**src/rtl/omni_pkg.sv**
```systemverilog
// Shared widths, status field layout and FSM states
// for the omni slot transmit path.
package omni_pkg;

  localparam int OMNI_META_W    = 16;
  localparam int OMNI_PAYLOAD_W = 512;
  localparam int OMNI_WORD_W    = OMNI_META_W + OMNI_PAYLOAD_W;
  localparam int TCP_META_W     = 32;
  localparam int TCP_STATUS_W   = 64;

  localparam int ST_SID_LSB   = 0;
  localparam int ST_SID_W     = 16;
  localparam int ST_LEN_LSB   = 16;
  localparam int ST_LEN_W     = 16;
  localparam int ST_SPACE_LSB = 32;
  localparam int ST_SPACE_W   = 30;
  localparam int ST_ERR_LSB   = 62;
  localparam int ST_ERR_W     = 2;

  typedef enum logic [2:0] {
    ST_IDLE,
    ST_META,
    ST_STATUS,
    ST_BACKOFF,
    ST_DATA
  } tx_state_e;

  // A status beat accepts the request only if it is error-free
  // and echoes both our session and our length.
  function automatic logic status_ok(
    input logic [TCP_STATUS_W-1:0] st,
    input logic [ST_SID_W-1:0]     sid,
    input logic [ST_LEN_W-1:0]     len
  );
    return (st[ST_ERR_LSB +: ST_ERR_W] == '0)
        && (st[ST_SID_LSB +: ST_SID_W] == sid)
        && (st[ST_LEN_LSB +: ST_LEN_W] == len);
  endfunction

endpackage

```
**src/rtl/omni_tx_sender.sv**
```systemverilog
// Pushes omni slot words onto the TCP TX interface:
// meta request, status wait with bounded retry, data beat.
module omni_tx_sender
  import omni_pkg::*;
#(
  parameter int PKT_BYTES      = 64,
  parameter int MAX_RETRY      = 8,
  parameter int BACKOFF_CYCLES = 16
) (
  input  logic                      clk,
  input  logic                      rst,
  input  logic [OMNI_WORD_W-1:0]    rx_TDATA,
  input  logic                      rx_TVALID,
  output logic                      rx_TREADY,
  output logic [TCP_META_W-1:0]     m_axis_tx_meta_TDATA,
  output logic                      m_axis_tx_meta_TVALID,
  input  logic                      m_axis_tx_meta_TREADY,
  input  logic [TCP_STATUS_W-1:0]   s_axis_tx_status_TDATA,
  input  logic                      s_axis_tx_status_TVALID,
  output logic                      s_axis_tx_status_TREADY,
  output logic [OMNI_PAYLOAD_W-1:0] m_axis_tx_data_TDATA,
  output logic [OMNI_PAYLOAD_W/8-1:0] m_axis_tx_data_TKEEP,
  output logic                      m_axis_tx_data_TLAST,
  output logic                      m_axis_tx_data_TVALID,
  input  logic                      m_axis_tx_data_TREADY,
  output logic [31:0]               sent_count,
  output logic [31:0]               drop_count
);

  localparam int RW = $clog2(MAX_RETRY + 1);
  localparam int BW = (BACKOFF_CYCLES > 1) ?
                      $clog2(BACKOFF_CYCLES) : 1;
  localparam logic [ST_LEN_W-1:0] LEN = ST_LEN_W'(PKT_BYTES);

  tx_state_e state_q, state_d;
  logic [OMNI_META_W-1:0]    sid_q;
  logic [OMNI_PAYLOAD_W-1:0] pay_q;
  logic [RW-1:0] retry_q, retry_d, retry_inc;
  logic [BW-1:0] boff_q, boff_d;
  logic [31:0]   sent_q, drop_q;

  logic rx_hs, meta_hs, st_hs, data_hs;
  logic st_good, sent_evt, drop_evt;
  logic unused_space;

  // Remaining-space field is informational only.
  assign unused_space =
    ^s_axis_tx_status_TDATA[ST_SPACE_LSB +: ST_SPACE_W];

  // Moore handshakes; reset masks everything so nothing
  // half-completes in the reset cycle.
  assign rx_TREADY = ~rst & (state_q == ST_IDLE);
  assign m_axis_tx_meta_TVALID = ~rst & (state_q == ST_META);
  assign s_axis_tx_status_TREADY =
    ~rst & (state_q == ST_STATUS);
  assign m_axis_tx_data_TVALID = ~rst & (state_q == ST_DATA);

  assign m_axis_tx_meta_TDATA = m_axis_tx_meta_TVALID ?
                                {LEN, sid_q} : '0;
  assign m_axis_tx_data_TDATA = m_axis_tx_data_TVALID ?
                                pay_q : '0;
  assign m_axis_tx_data_TKEEP =
    {(OMNI_PAYLOAD_W/8){m_axis_tx_data_TVALID}};
  assign m_axis_tx_data_TLAST = m_axis_tx_data_TVALID;

  assign sent_count = sent_q;
  assign drop_count = drop_q;

  assign rx_hs   = rx_TVALID & rx_TREADY;
  assign meta_hs = m_axis_tx_meta_TVALID & m_axis_tx_meta_TREADY;
  assign st_hs   = s_axis_tx_status_TVALID
                 & s_axis_tx_status_TREADY;
  assign data_hs = m_axis_tx_data_TVALID & m_axis_tx_data_TREADY;

  assign st_good   = status_ok(s_axis_tx_status_TDATA, sid_q, LEN);
  assign retry_inc = retry_q + RW'(1);

  // Next-state, retry and backoff bookkeeping.
  always_comb begin
    state_d  = state_q;
    retry_d  = retry_q;
    boff_d   = boff_q;
    sent_evt = 1'b0;
    drop_evt = 1'b0;
    unique case (state_q)
      ST_IDLE: begin
        if (rx_hs) begin
          state_d = ST_META;
          retry_d = '0;
        end
      end
      ST_META: begin
        if (meta_hs) state_d = ST_STATUS;
      end
      ST_STATUS: begin
        if (st_hs) begin
          if (st_good) begin
            state_d = ST_DATA;
          end else begin
            retry_d = retry_inc;
            if (retry_inc == RW'(MAX_RETRY)) begin
              drop_evt = 1'b1;
              state_d  = ST_IDLE;
            end else begin
              boff_d  = BW'(BACKOFF_CYCLES - 1);
              state_d = ST_BACKOFF;
            end
          end
        end
      end
      ST_BACKOFF: begin
        if (boff_q == '0) state_d = ST_META;
        else boff_d = boff_q - BW'(1);
      end
      ST_DATA: begin
        if (data_hs) begin
          sent_evt = 1'b1;
          state_d  = ST_IDLE;
        end
      end
      default: state_d = ST_IDLE;
    endcase
  end

  // State, latched word and counters.
  always_ff @(posedge clk) begin
    if (rst) begin
      state_q <= ST_IDLE;
      sid_q   <= '0;
      pay_q   <= '0;
      retry_q <= '0;
      boff_q  <= '0;
      sent_q  <= '0;
      drop_q  <= '0;
    end else begin
      state_q <= state_d;
      retry_q <= retry_d;
      boff_q  <= boff_d;
      if (rx_hs) begin
        sid_q <= rx_TDATA[OMNI_WORD_W-1 -: OMNI_META_W];
        pay_q <= rx_TDATA[OMNI_PAYLOAD_W-1:0];
      end
      if (sent_evt) sent_q <= sent_q + 32'd1;
      if (drop_evt) drop_q <= drop_q + 32'd1;
    end
  end

endmodule
```
**config.mk**
```make
export PLATFORM = sky130hd
export DESIGN_NAME = omni_tx_sender
export DESIGN_NICKNAME = d
export VERILOG_FILES = /design/src/rtl/omni_pkg.sv /design/src/rtl/omni_tx_sender.sv
export SDC_FILE = /design/constraint.sdc
export NUM_CORES = 2
export LEC_CHECK = 0
export CELL_PAD_IN_SITES_DETAIL_PLACEMENT = 1
export CELL_PAD_IN_SITES_GLOBAL_PLACEMENT = 1
export CORE_AREA = 2 2 494 496
export CTS_BUF_LIST = sky130_fd_sc_hd__clkbuf_8
export DETAILED_ROUTE_END_ITERATION = 16
export DIE_AREA = 0 0 496 498
export HOLD_SLACK_MARGIN = 0.06
export PLACE_DENSITY = 0.37
export SLEW_MARGIN = 10
export SYNTH_ARGS = -nofsm -noshare
export SYNTH_HDL_FRONTEND = slang
export SYNTH_SLANG_ARGS = --single-unit
export TNS_END_PERCENT = 100
```
**constraint.sdc**
```tcl
create_clock -name clk -period 8.8 [get_ports clk]
set_input_delay 1.76 -clock clk [delete_from_list [all_inputs] [get_ports clk]]
set_output_delay 1.76 -clock clk [all_outputs]
set_load 0.02 [all_outputs]
```
==> After elaboration in Yosys (flattened, before gate mapping) <==
Index checks and enable logic that the tools add are counted.
{ "op_classes": {"n_addsub": 4, "n_eq_ne": 15, "n_mux": 25, "bitwise_logic": 9, "reduce_logical": 10} }
{ "ops": {"columns": ["cell", "n"], "rows": [
  ["512-bit two-way mux", 1],
  ["32-bit by 1-bit adder with 32-bit output, second input constant", 2],
  ["4-bit two-way mux", 7],
  ["23-bit two-way mux", 1],
  ["3-bit two-way mux", 6],
  ["16-bit equality test", 1],
  ["16-bit by 7-bit equality test with 1-bit output, second input constant", 1],
  ["2-bit != test, second input constant", 8],
  ["4-bit one-hot mux with 2 select lines", 2],
  ["3-bit one-hot mux with 5 select lines", 1],
  ["5-bit AND reduction", 2],
  ["1-bit bitwise AND", 8],
  ["3-bit by 2-bit equality test with 1-bit output, second input constant", 2],
  ["1-bit two-way mux", 6],
  ["4-bit by 1-bit adder with 4-bit output, second input constant", 1],
  ["4-bit equality test, second input constant", 1],
  ["4-bit zero test", 1],
  ["4-bit AND reduction", 1],
  ["2-bit nonzero test", 2],
  ["4-bit by 1-bit subtractor with 4-bit output, second input constant", 1],
  ["3-bit by 1-bit equality test with 1-bit output, second input constant", 1],
  ["3-bit equality test, second input constant", 1],
  ["3-bit zero test", 1],
  ["1-bit logical AND", 2],
  ["other kinds (3)", 3]
]} }
{ "word_totals": {"reg_bits": 603, "out_inout_bits": 677, "wordCells": 70} }

==> Longest topological paths before layout <==
{ "logic_depth": {"depth_word": 6, "depth_mapped": 8} }

==> Least setup slack after synthesis <==
OpenSTA, ideal clock, no wires.
{ "synth_timing": {"path_type": "input-to-output", "startpoint": "input rst", "endpoint": "output m_axis_tx_data_TKEEP[0]", "t_arrival_ps": 5057, "slack_ps": 1983, "cell_stages": 5, "n_path_buf": 4, "path_cell_list": "clkbuf_1 -> clkbuf_1 -> clkbuf_1 -> nor2_1 -> buf_4"} }
{ "synth_via": {"elab_chain_len": 2} }
{ "synth_lines": {"columns": ["element", "line_no", "text"], "rows": [
  ["start: declaration", "omni_tx_sender.sv:11", "input logic rst,"],
  ["1-bit NOT", "omni_tx_sender.sv:56", "assign m_axis_tx_data_TVALID = ~rst & (state_q == ST_DATA);"],
  ["1-bit bitwise AND", "omni_tx_sender.sv:56", null],
  ["end: declaration", "omni_tx_sender.sv:22", "output logic [OMNI_PAYLOAD_W/8-1:0] m_axis_tx_data_TKEEP,"]
]} }
No other way between the ends.

==> Final worst setup path <==
{ "layout_timing": {"startpoint": "input rst", "endpoint": "output m_axis_tx_data_TDATA[97]"} }
{ "layout_via": {"elab_chain_len": 3} }
{ "layout_lines": {"columns": ["element", "line_no", "text"], "rows": [
  ["1-bit NOT", "omni_tx_sender.sv:56", null],
  ["1-bit bitwise AND", "omni_tx_sender.sv:56", null],
  ["512-bit two-way mux", "omni_tx_sender.sv:60", "assign m_axis_tx_data_TDATA = m_axis_tx_data_TVALID ?"],
  ["end: declaration", "omni_tx_sender.sv:21", "output logic [OMNI_PAYLOAD_W-1:0] m_axis_tx_data_TDATA,"]
]} }
No other way between the ends.

==> qor.yml <==
status: "completed"
layout.nets: 5119
end_kind: "output port"
vdd_drop_max_mv: 0.0951
clk_latency_ps: 890
pin_count: 1275
fin_setup_tns_ps: 0
syn-cell-area_sq_mm: 0.0249
met2_usage_pct: 19.4
cts_root_buffer: "clkbuf_8"
cp_top_family: "buffers and inverters"
required_ps: 7040
hold_violations: 0
routed_wl_mm: 165
switchingPower_mw: 1.98
grt_pass1_vias: 28000
vias_per_cell: 3.47
drtPass1Iterations: 5
cap_violations: 0
tightest_slew_ps: 1090
cts.sinks: 603
post_cts_resized: 0
die-width_um: 496
crit_chain: "buf_4 -> inv_8 -> buf_12 -> nand2_1 -> nor2_1 -> clkdlybuf4s50_1"
comb_power_share_pct: 10.0
grt.busiest_layer: "met2"
grt_pass1_wl_mm: 225
post-route-period-util_pct: 70.6
arrival_ps: 4450
setup-violations-final: 0
max_stage_delay_ps: 790
seqPwrFrac_pct: 42.5
final_layout_size_suffix_gt1_share_pct: 5.78
cp_slowest_cell: "clkdlybuf4s50_1"
regArea_sq_mm: 0.0121
ys_ff_latch: 603
cts_buffers: 140
fin_util_pct: 17.8
async_reset_ff_share_pct: 0
drv_slew: 0
internal_power_mw: 5.06
worst-setup-path-type: "in2out"
grt_usage_pct: 12.9
power_density_mw_per_mm2: 164
area_growth_pct: 72.3
wl_per_cell_um: 21.0
ant_nets: 0
synth_flop_cell: "dfxtp_1"
startpoint_type: "input port"
ctsHtreeMaxLevel: 4
use_met3_pct: 7.33
synth_edf_count: 0
antenna_found_initial: 107
post_cts_buffers: 0
fillers: 28800
slew_headroom_pct: 27.6
grt-ovfl-total: 0
period_minus_slack_ps: 6210
yosysUniqueCellTypes: 67
yosysMostFrequentCell: "nand2_1"
ys.warnings.count: 0
port_buffers: 1229
die_area_sq_mm: 0.247
cts_buffer_depth: 3
rsz0062_at_grt: "no"
met1_usage_pct: 15.2
yosysTopAreaCellShare_pct: 48.4
switching_share_pct: 28.1
cp_num_buf_inv: 4
p_leak_nw: 14.2
fin_skew_ps: 35.8
die_h_um: 498
cts.clk_slew.worst_paths_ps: 50
gp_congestion: 0.861
yosysSeqAreaShare_pct: 48.4
p_clk_share_pct: 47.6
netlist_top_cells_count: "nand2_1 (1074), dfxtp_1 (603), nor2_1 (583)"
drcViolationCount: 0
vias: 27200
grt_max_degree: 176
start_util_pct: 10.3
synthCells: 3425
clock.fmax_mhz: 161
core_sq_mm: 0.242
dp_hpwl_mm: 127
drtIter0Drc: 1258
synth_top_cell_by_area: "dfxtp_1"
post_synth.cell_area_avg_sq_um: 7.28
cts_tree: "yes"
synthTopCellsByArea: "dfxtp_1 (48%), nand2_1 (16%), o21ai_0 (11%), nor2_1 (8.8%), clkbuf_1 (2.5%)"
crit_path_max_fanout: 92
hold_path.class: "reg2reg"
multi_input_area_sq_mm: 0.0112
core.rowCount: 181
hold_buffers: 0
[kinds of logic after synthesis]
kind of cell,Yosys count,synth area share [%]
AND/OR/NAND/NOR,1798,28.8
flip-flops,603,48.4
AO/OA/AOI/OAI,588,12.9
buffers and inverters,354,6.93
XOR/XNOR,73,2.57
adder cells (fa/ha/maj),4,0.201
multiplexers,4,0.166
other,1,0.0150
[layer usage]
metal,part of all wire [%],vias to the layer above
met1,42,12600
met2,42,1109
met5,0.29,-
met4,2.8,80
met3,12,295
li1,-,13100
[worst register-to-register path, stage by stage, from the launching register on]
cell and delay [ps]:
dfxtp_1 440, nor4_1 470, and2_4 500, buf_12 420, buf_12 590, nand2_1 270, o21ai_0 100
[registers in the layout (all words and copies together) (netlist names)]
register and flops:
state_q 3, drop_count 32, sent_count 32, pay_q 512
boff_q 4, retry_q 4, sid_q 16
[metrics by stage]
stage | worst slack [ps] | total power, mW | cells | hold slack (ps) | instance area (sq um)
after detailed placement | 2450 | 3.76 | 7576 | 477 | 40100
final | 2590 | 7.03 | 7849 | 482 | 42900
after global routing | 2350 | 7.49 | 7826 | 499 | 42900
after CTS | 2440 | 7.31 | 7819 | 484 | 42800
after floorplan | 1980 | 3.34 | 3439 | 442 | 25000
after global placement | 2440 | 3.75 | 7576 | 467 | 40100
[layout make-up]
class,count,share of cell area [%]
clock buffer,171,5.48
timing repair buffer,1268,29.6
sequential,603,28.1
antenna,29,0.169
multi-input combinational,2482,26.1
clock inverter,72,0.959
inverter,22,0.210
tap,3202,9.33
[worst paths after layout]
path | end | cells past startpoint | slack, ps | startpoint
setup / recovery | m_axis_tx_data_TDATA[97] | 6 | 2590 | rst
setup reg to reg | pay_q[241]$_SDFFE_PP0P_ | 6 | 5930 | state_q[2]$_SDFFE_PP0P_
hold / removal | pay_q[235]$_SDFFE_PP0P_ | 2 | 480 | pay_q[235]$_SDFFE_PP0P_
hold reg to reg | pay_q[235]$_SDFFE_PP0P_ | 2 | 480 | pay_q[235]$_SDFFE_PP0P_
[placed cells by master (no fill, tap or decap), drive strengths merged, types with 10 or more instances in the layout]
cell,count
clkdlybuf4s50,1228
nand2,1075
dfxtp,603
nor2,583
o21ai,531
clkbuf,171
inv,81
xnor2,48
buf,40
diode,29
xor2,25
nand3,23
nand4,21
and2,20
nand2b,20
a2111oi,18
conb,15
nor3,10
[power groups by stage]
stage | registers (mW) | logic, mW | clock network [mW]
after floorplan | 3.03 | 0.316 | 0
after global placement | 3.04 | 0.710 | 0
after detailed placement | 3.04 | 0.719 | 0
after CTS | 2.99 | 0.724 | 3.60
after global routing | 3.01 | 0.789 | 3.69
final | 2.99 | 0.701 | 3.35
(Power assumes the default switching activity.)
